## src/rtl/secp256k1_inv_mod_serial.sv

```systemverilog
// Serial Fermat inverse a^(p-2) mod p for secp256k1, driving an external serial
// modular multiplier through a single-outstanding start/done handshake.
module secp256k1_inv_mod_serial #(
  parameter logic [255:0] EXP   = 256'hFFFFFFFFFFFFFFFFFFFFFFFFFFFFFFFFFFFFFFFFFFFFFFFFFFFFFFFEFFFFFC2D,
  parameter logic [255:0] PRIME = 256'hFFFFFFFFFFFFFFFFFFFFFFFFFFFFFFFFFFFFFFFFFFFFFFFFFFFFFFFEFFFFFC2F
) (
  input  logic         clk,
  input  logic         rst_n,
  input  logic         start_i,
  input  logic [255:0] a_i,
  output logic [255:0] result_o,
  output logic         done_o,
  output logic         busy_o,
  output logic         zero_err_o,
  output logic         mul_start_o,
  output logic [255:0] mul_a_o,
  output logic [255:0] mul_b_o,
  input  logic [255:0] mul_result_i,
  input  logic         mul_done_i
);

  typedef enum logic [2:0] {
    IDLE, CHECK, SQR_REQ, SQR_WAIT, MUL_REQ, MUL_WAIT, NEXT, FINISH
  } state_t;

  state_t       state_q;
  logic [255:0] base_q, acc_q, result_q, mul_a_q, mul_b_q;
  logic [7:0]   idx_q;
  logic         done_q, busy_q, zero_err_q, mul_start_q;
  logic [256:0] diff_d;
  logic [255:0] base_d;

  // Single conditional subtract: inputs are assumed below 2^256, so one pass suffices.
  assign diff_d = {1'b0, a_i} - {1'b0, PRIME};
  assign base_d = diff_d[256] ? a_i : diff_d[255:0];

  // Requests are registered on entry to *_REQ, so mul_start is high exactly during REQ.
  always_ff @(posedge clk or negedge rst_n) begin
    if (!rst_n) begin
      state_q     <= IDLE;
      base_q      <= '0;
      acc_q       <= '0;
      result_q    <= '0;
      mul_a_q     <= '0;
      mul_b_q     <= '0;
      idx_q       <= '0;
      done_q      <= 1'b0;
      busy_q      <= 1'b0;
      zero_err_q  <= 1'b0;
      mul_start_q <= 1'b0;
    end else begin
      done_q      <= 1'b0;
      mul_start_q <= 1'b0;
      case (state_q)
        IDLE: if (start_i) begin
          base_q     <= base_d;
          zero_err_q <= 1'b0;
          busy_q     <= 1'b1;
          state_q    <= CHECK;
        end
        CHECK: if (base_q == '0) begin
          result_q   <= '0;
          zero_err_q <= 1'b1;
          state_q    <= FINISH;
        end else begin
          acc_q       <= base_q;
          idx_q       <= 8'd254;
          mul_a_q     <= base_q;
          mul_b_q     <= base_q;
          mul_start_q <= 1'b1;
          state_q     <= SQR_REQ;
        end
        SQR_REQ: state_q <= SQR_WAIT;
        SQR_WAIT: if (mul_done_i) begin
          acc_q <= mul_result_i;
          if (EXP[idx_q]) begin
            mul_a_q     <= mul_result_i;
            mul_b_q     <= base_q;
            mul_start_q <= 1'b1;
            state_q     <= MUL_REQ;
          end else begin
            state_q <= NEXT;
          end
        end
        MUL_REQ: state_q <= MUL_WAIT;
        MUL_WAIT: if (mul_done_i) begin
          acc_q   <= mul_result_i;
          state_q <= NEXT;
        end
        NEXT: if (idx_q == 8'd0) begin
          result_q <= acc_q;
          state_q  <= FINISH;
        end else begin
          idx_q       <= idx_q - 8'd1;
          mul_a_q     <= acc_q;
          mul_b_q     <= acc_q;
          mul_start_q <= 1'b1;
          state_q     <= SQR_REQ;
        end
        FINISH: begin
          done_q  <= 1'b1;
          busy_q  <= 1'b0;
          state_q <= IDLE;
        end
        default: state_q <= IDLE;
      endcase
    end
  end

  assign result_o    = result_q;
  assign done_o      = done_q;
  assign busy_o      = busy_q;
  assign zero_err_o  = zero_err_q;
  assign mul_start_o = mul_start_q;
  assign mul_a_o     = mul_a_q;
  assign mul_b_o     = mul_b_q;

endmodule
```

## config.mk

```make
export PLATFORM = sky130hd
export DESIGN_NAME = secp256k1_inv_mod_serial
export DESIGN_NICKNAME = d
export VERILOG_FILES = /design/src/rtl/secp256k1_inv_mod_serial.sv
export SDC_FILE = /design/constraint.sdc
export NUM_CORES = 2
export LEC_CHECK = 0
export ABC_AREA = 1
export CAP_MARGIN = 20
export CELL_PAD_IN_SITES_DETAIL_PLACEMENT = 0
export CELL_PAD_IN_SITES_GLOBAL_PLACEMENT = 2
export CORE_AREA = 2 2 502 504
export CTS_CLUSTER_DIAMETER = 60
export DETAILED_ROUTE_END_ITERATION = 6
export DIE_AREA = 0 0 504 506
export MAX_ROUTING_LAYER = met4
export PLACE_DENSITY_LB_ADDON = 0.1
export SKIP_CTS_REPAIR_TIMING = 1
export SLEW_MARGIN = 20
export SYNTH_ARGS = -nofsm -noshare
export SYNTH_HDL_FRONTEND = slang
export SYNTH_SLANG_ARGS = --single-unit
```

## constraint.sdc

```tcl
create_clock -name clk -period 2.55 [get_ports clk]
set_input_delay 0.51 -clock clk [delete_from_list [all_inputs] [get_ports clk]]
set_output_delay 0.51 -clock clk [all_outputs]
set_load 0.02 [all_outputs]
```

==> reports/results.tsv <==
metric	value	unit
post_synth_xor_area_fraction	0.278	%
setup.worst_path.class	reg2reg	
pwr-share-clk	20.4	%
fp.dieH	506	µm
seq_total_area_yosys	49.0	%
synth_common_cells	2834 x sky130_fd_sc_hd__nand2_1, 1850 x sky130_fd_sc_hd__nand3_1, 1295 x sky130_fd_sc_hd__dfrtp_1, 864 x sky130_fd_sc_hd__inv_1, 542 x sky130_fd_sc_hd__o21ai_0	
drive_gt1_share	15.5	%
first_pass_grt_wire_length	588	mm
post-route-cell-area	101000	µm²
cts_root_buf	sky130_fd_sc_hd__clkbuf_16	
hold-worst-slack	0.208	ns
io_port_bufs	1287	
p_leak	51.8	nW
number_of_global_route_vias_before_repair	72700	
setup_slack	-0.354	ns
finish.cell_count_without_fillers	14500	
grt_antenna_before_repair	90	
timing.slew.headroom	42.0	%
die_w	504	µm
htree_num_levels	4	
timing.final.setup_violations	1200	
post-place-ws	-1.07	ns
global_route.usage.met3	6.66	%
area_growth	52.5	%
run_status	finished, violations left	
insertion_delay_of_the_later_clocked_pin_in_the_worst_skew_pair	0.87	ns
ioPinCount	1288	
postPlaceCellArea	92300	µm²
syn-num-nets	9353	
start_util	26.5	%
floorplan.die_area	255000	µm²
highest_clock_rate	344	MHz
ir_worst_vdd	0.870	mV
grt_start_max_net_pins	121	
combinational_power_share	53.8	%
drtAntennaViolNets	0	
synthArstFlopShare	100	%
reg2reg_depth	15	
cap_viol_max_count	0	
grt-busiest-layer	met2	
multi_input_area	27900	µm²
grt_setup_unrepaired	yes	
utilization	40.4	%
worst_setup_hold_path_clk_slew	0.06	ns
synth_compound_gate_area_share	8.33	%
synthDominantCellAreaShare	49.0	%
avgViaCountPerCell	5.10	
ys_warn_count	0	
clock_skew	0.0424	ns
slew_of_the_pin_with_the_lowest_slew_margin	0.869	ns
routed_wirelength_normalized_by_instance_count	30.3	µm
synth.most_common_cell	sky130_fd_sc_hd__nand2_1	
timing.hold.worst.class	in2async	
violations	setup timing	
drt-initial-drc-count	6953	
period_minus_slack	2.90	ns
yosys_top_cell_by_area	sky130_fd_sc_hd__dfrtp_1	
detail_route.first_pass.iterations	6	
finalWeightedCongestion	0.921	
report.final.hold_viol_count	0	
power.share.sequential	25.8	%
detailed_place_hpwl	335	mm
yosysUniqueCellTypes	37	
cts.path.max_buffers	3	
fin_nets	11400	
r2r_setup_slack	-0.35	ns
sequential_cell_area	32400	µm²
grt.total_usage	33.3	%
finalWirelength	439	mm
cts_inserted_buffers	179	
critical_path_required	3.34	ns
synth_top_cells_by_area	sky130_fd_sc_hd__dfrtp_1 49%, sky130_fd_sc_hd__nand2_1 16%, sky130_fd_sc_hd__nand3_1 14%	
timing.critical_path.from_type	flop	
maxSlewViolCount	0	
final.period_utilization	114	%
overflow	0	
placeableCoreArea	250000	µm²
nFillCells	26300	
postSynthAreaPerCell	7.49	µm²
internal_power	72.5	mW
grt.met2_usage	52.4	%
synth_flop_cell	sky130_fd_sc_hd__dfrtp_1	
muxShareOfSynthArea	0	%
grt_util_met1	42.2	%
route.vias.total	73900	
p_per_area	1320	nW/µm²
main_combinational_cell_family_by_area_after_synthesis	simple AND/OR/NAND/NOR gates	
critical_path_arrival	3.69	ns
dp_cells	14000	
clkSinkCount	1295	
yosys.area_share.simple	32.9	%
yosys.area_share.adder	0.0756	%
mapped_cells	8833	
ys_ff_latch	1295	
row_count	184	
drc	0	
synth.cell_area	66200	µm²
worstPathMaxFanout	29	
power.share.switching	45.6	%
tritoncts	done	
crit_path_end_kind	flop	
synth_enable_flop_cells	0	
power.switching	60.7	mW
[cell families after synthesis]
logic type               after synthesis
AO/OA/AOI/OAI                        906
XOR/XNOR                              21
adder cells (fa/ha/maj)                4
buffers and inverters               1532
flip-flops                          1295
AND/OR/NAND/NOR                     5075
[per-layer routing]
| layer | share of wire (%) | routed length, µm | vias to the layer above |
|---|---|---|---|
| met5 | 0 | 0 | - |
| met4 | 4.2 | 18300 | 0 |
| met3 | 6.7 | 29500 | 538 |
| met2 | 46 | 204000 | 3018 |
| met1 | 43 | 187000 | 37100 |
| li1 | - | - | 33200 |
[registers in the layout (all words and copies together) (netlist names)]
register	cells
mul_start_o	1
idx_q	8
mul_b_o	256
done_o	1
busy_o	1
acc_q	256
mul_a_o	256
state_q	3
zero_err_o	1
base_q	256
result_o	256
[critical path: stages (launching register included)]
cell                         delay (ns)
sky130_fd_sc_hd__dfrtp_1           0.41
sky130_fd_sc_hd__clkinvlp_4        0.26
sky130_fd_sc_hd__buf_12            0.22
sky130_fd_sc_hd__nand4_1           0.15
sky130_fd_sc_hd__nor2_1            0.09
sky130_fd_sc_hd__buf_4             0.17
sky130_fd_sc_hd__nand2_4           0.08
sky130_fd_sc_hd__nor2_4            0.03
sky130_fd_sc_hd__nand2_2           0.07
sky130_fd_sc_hd__nor2_4            0.04
sky130_fd_sc_hd__nand3_4           0.06
sky130_fd_sc_hd__buf_12            0.16
sky130_fd_sc_hd__buf_12            0.27
sky130_fd_sc_hd__buf_4             0.32
sky130_fd_sc_hd__nand3_1           0.27
sky130_fd_sc_hd__nand2_1           0.14
[final cells by class]
type                            instances  share of cell area (%)
Clock buffer                          238                    4.99
Antenna cell                           69                   0.171
Sequential cell                      1295                    32.1
Multi-Input combinational cell       6006                    27.7
Inverter                              883                    3.33
Tap cell                             3348                    4.15
Timing Repair Buffer                 2560                    26.3
Clock inverter                        100                    1.30
[path summary, 6_finish.rpt]
kind	end	startpoint
hold / removal	mul_a_o[17]	rst_n
setup / recovery	mul_a_o[231]	base_q[198]
hold reg to reg	acc_q[234]	acc_q[234]
max in group asynchronous	base_q[231]	rst_n
setup reg to reg	mul_a_o[231]	base_q[198]
min in group clk	base_q[245]	a_i[245]
[cells in the final DEF, fill, tap and decap left out, types with 8 or more instances in the layout]
cell	n
sky130_fd_sc_hd__nand2_4	9
sky130_fd_sc_hd__diode_2	69
sky130_fd_sc_hd__nor2_1	217
sky130_fd_sc_hd__nand2_1	2788
sky130_fd_sc_hd__buf_12	213
sky130_fd_sc_hd__inv_1	844
sky130_fd_sc_hd__a21oi_1	10
sky130_fd_sc_hd__clkbuf_1	28
sky130_fd_sc_hd__xor2_1	15
sky130_fd_sc_hd__nand3_1	1833
sky130_fd_sc_hd__o21ai_0	542
sky130_fd_sc_hd__nand2_2	41
sky130_fd_sc_hd__bufinv_16	22
sky130_fd_sc_hd__clkinv_2	38
sky130_fd_sc_hd__o21ai_1	92
sky130_fd_sc_hd__inv_2	29
sky130_fd_sc_hd__clkbuf_16	223
sky130_fd_sc_hd__nand3_2	14
sky130_fd_sc_hd__inv_6	8
sky130_fd_sc_hd__nand4_1	98
sky130_fd_sc_hd__nor2_2	14
sky130_fd_sc_hd__dfrtp_1	1294
sky130_fd_sc_hd__nor3_1	27
sky130_fd_sc_hd__buf_16	28
sky130_fd_sc_hd__clkinvlp_4	18
sky130_fd_sc_hd__buf_6	20
sky130_fd_sc_hd__clkbuf_8	30
sky130_fd_sc_hd__buf_4	968
sky130_fd_sc_hd__nand3b_1	8
sky130_fd_sc_hd__o221ai_1	256
sky130_fd_sc_hd__clkdlybuf4s50_1	1284
[power by group through the flow]
| stage | sequential (mW) | combinational (mW) | clock (mW) |
|---|---|---|---|
| after floorplan | 36.7 | 28.3 | 0 |
| after global placement | 34.4 | 68.7 | 0 |
| after detailed placement | 34.4 | 69.0 | 0 |
| after CTS | 34.2 | 69.3 | 27.6 |
| after global routing | 35.0 | 76.6 | 28.4 |
| final | 34.3 | 71.7 | 27.2 |
[stage by stage]
step,power [mW],TNS (ns)
after floorplan,65.0,0
after global placement,103,-709.33
after detailed placement,103,-695.50
after CTS,131,-499.51
after global routing,140,-313.95
final,133,-210.25
(Power assumes the default switching activity.)
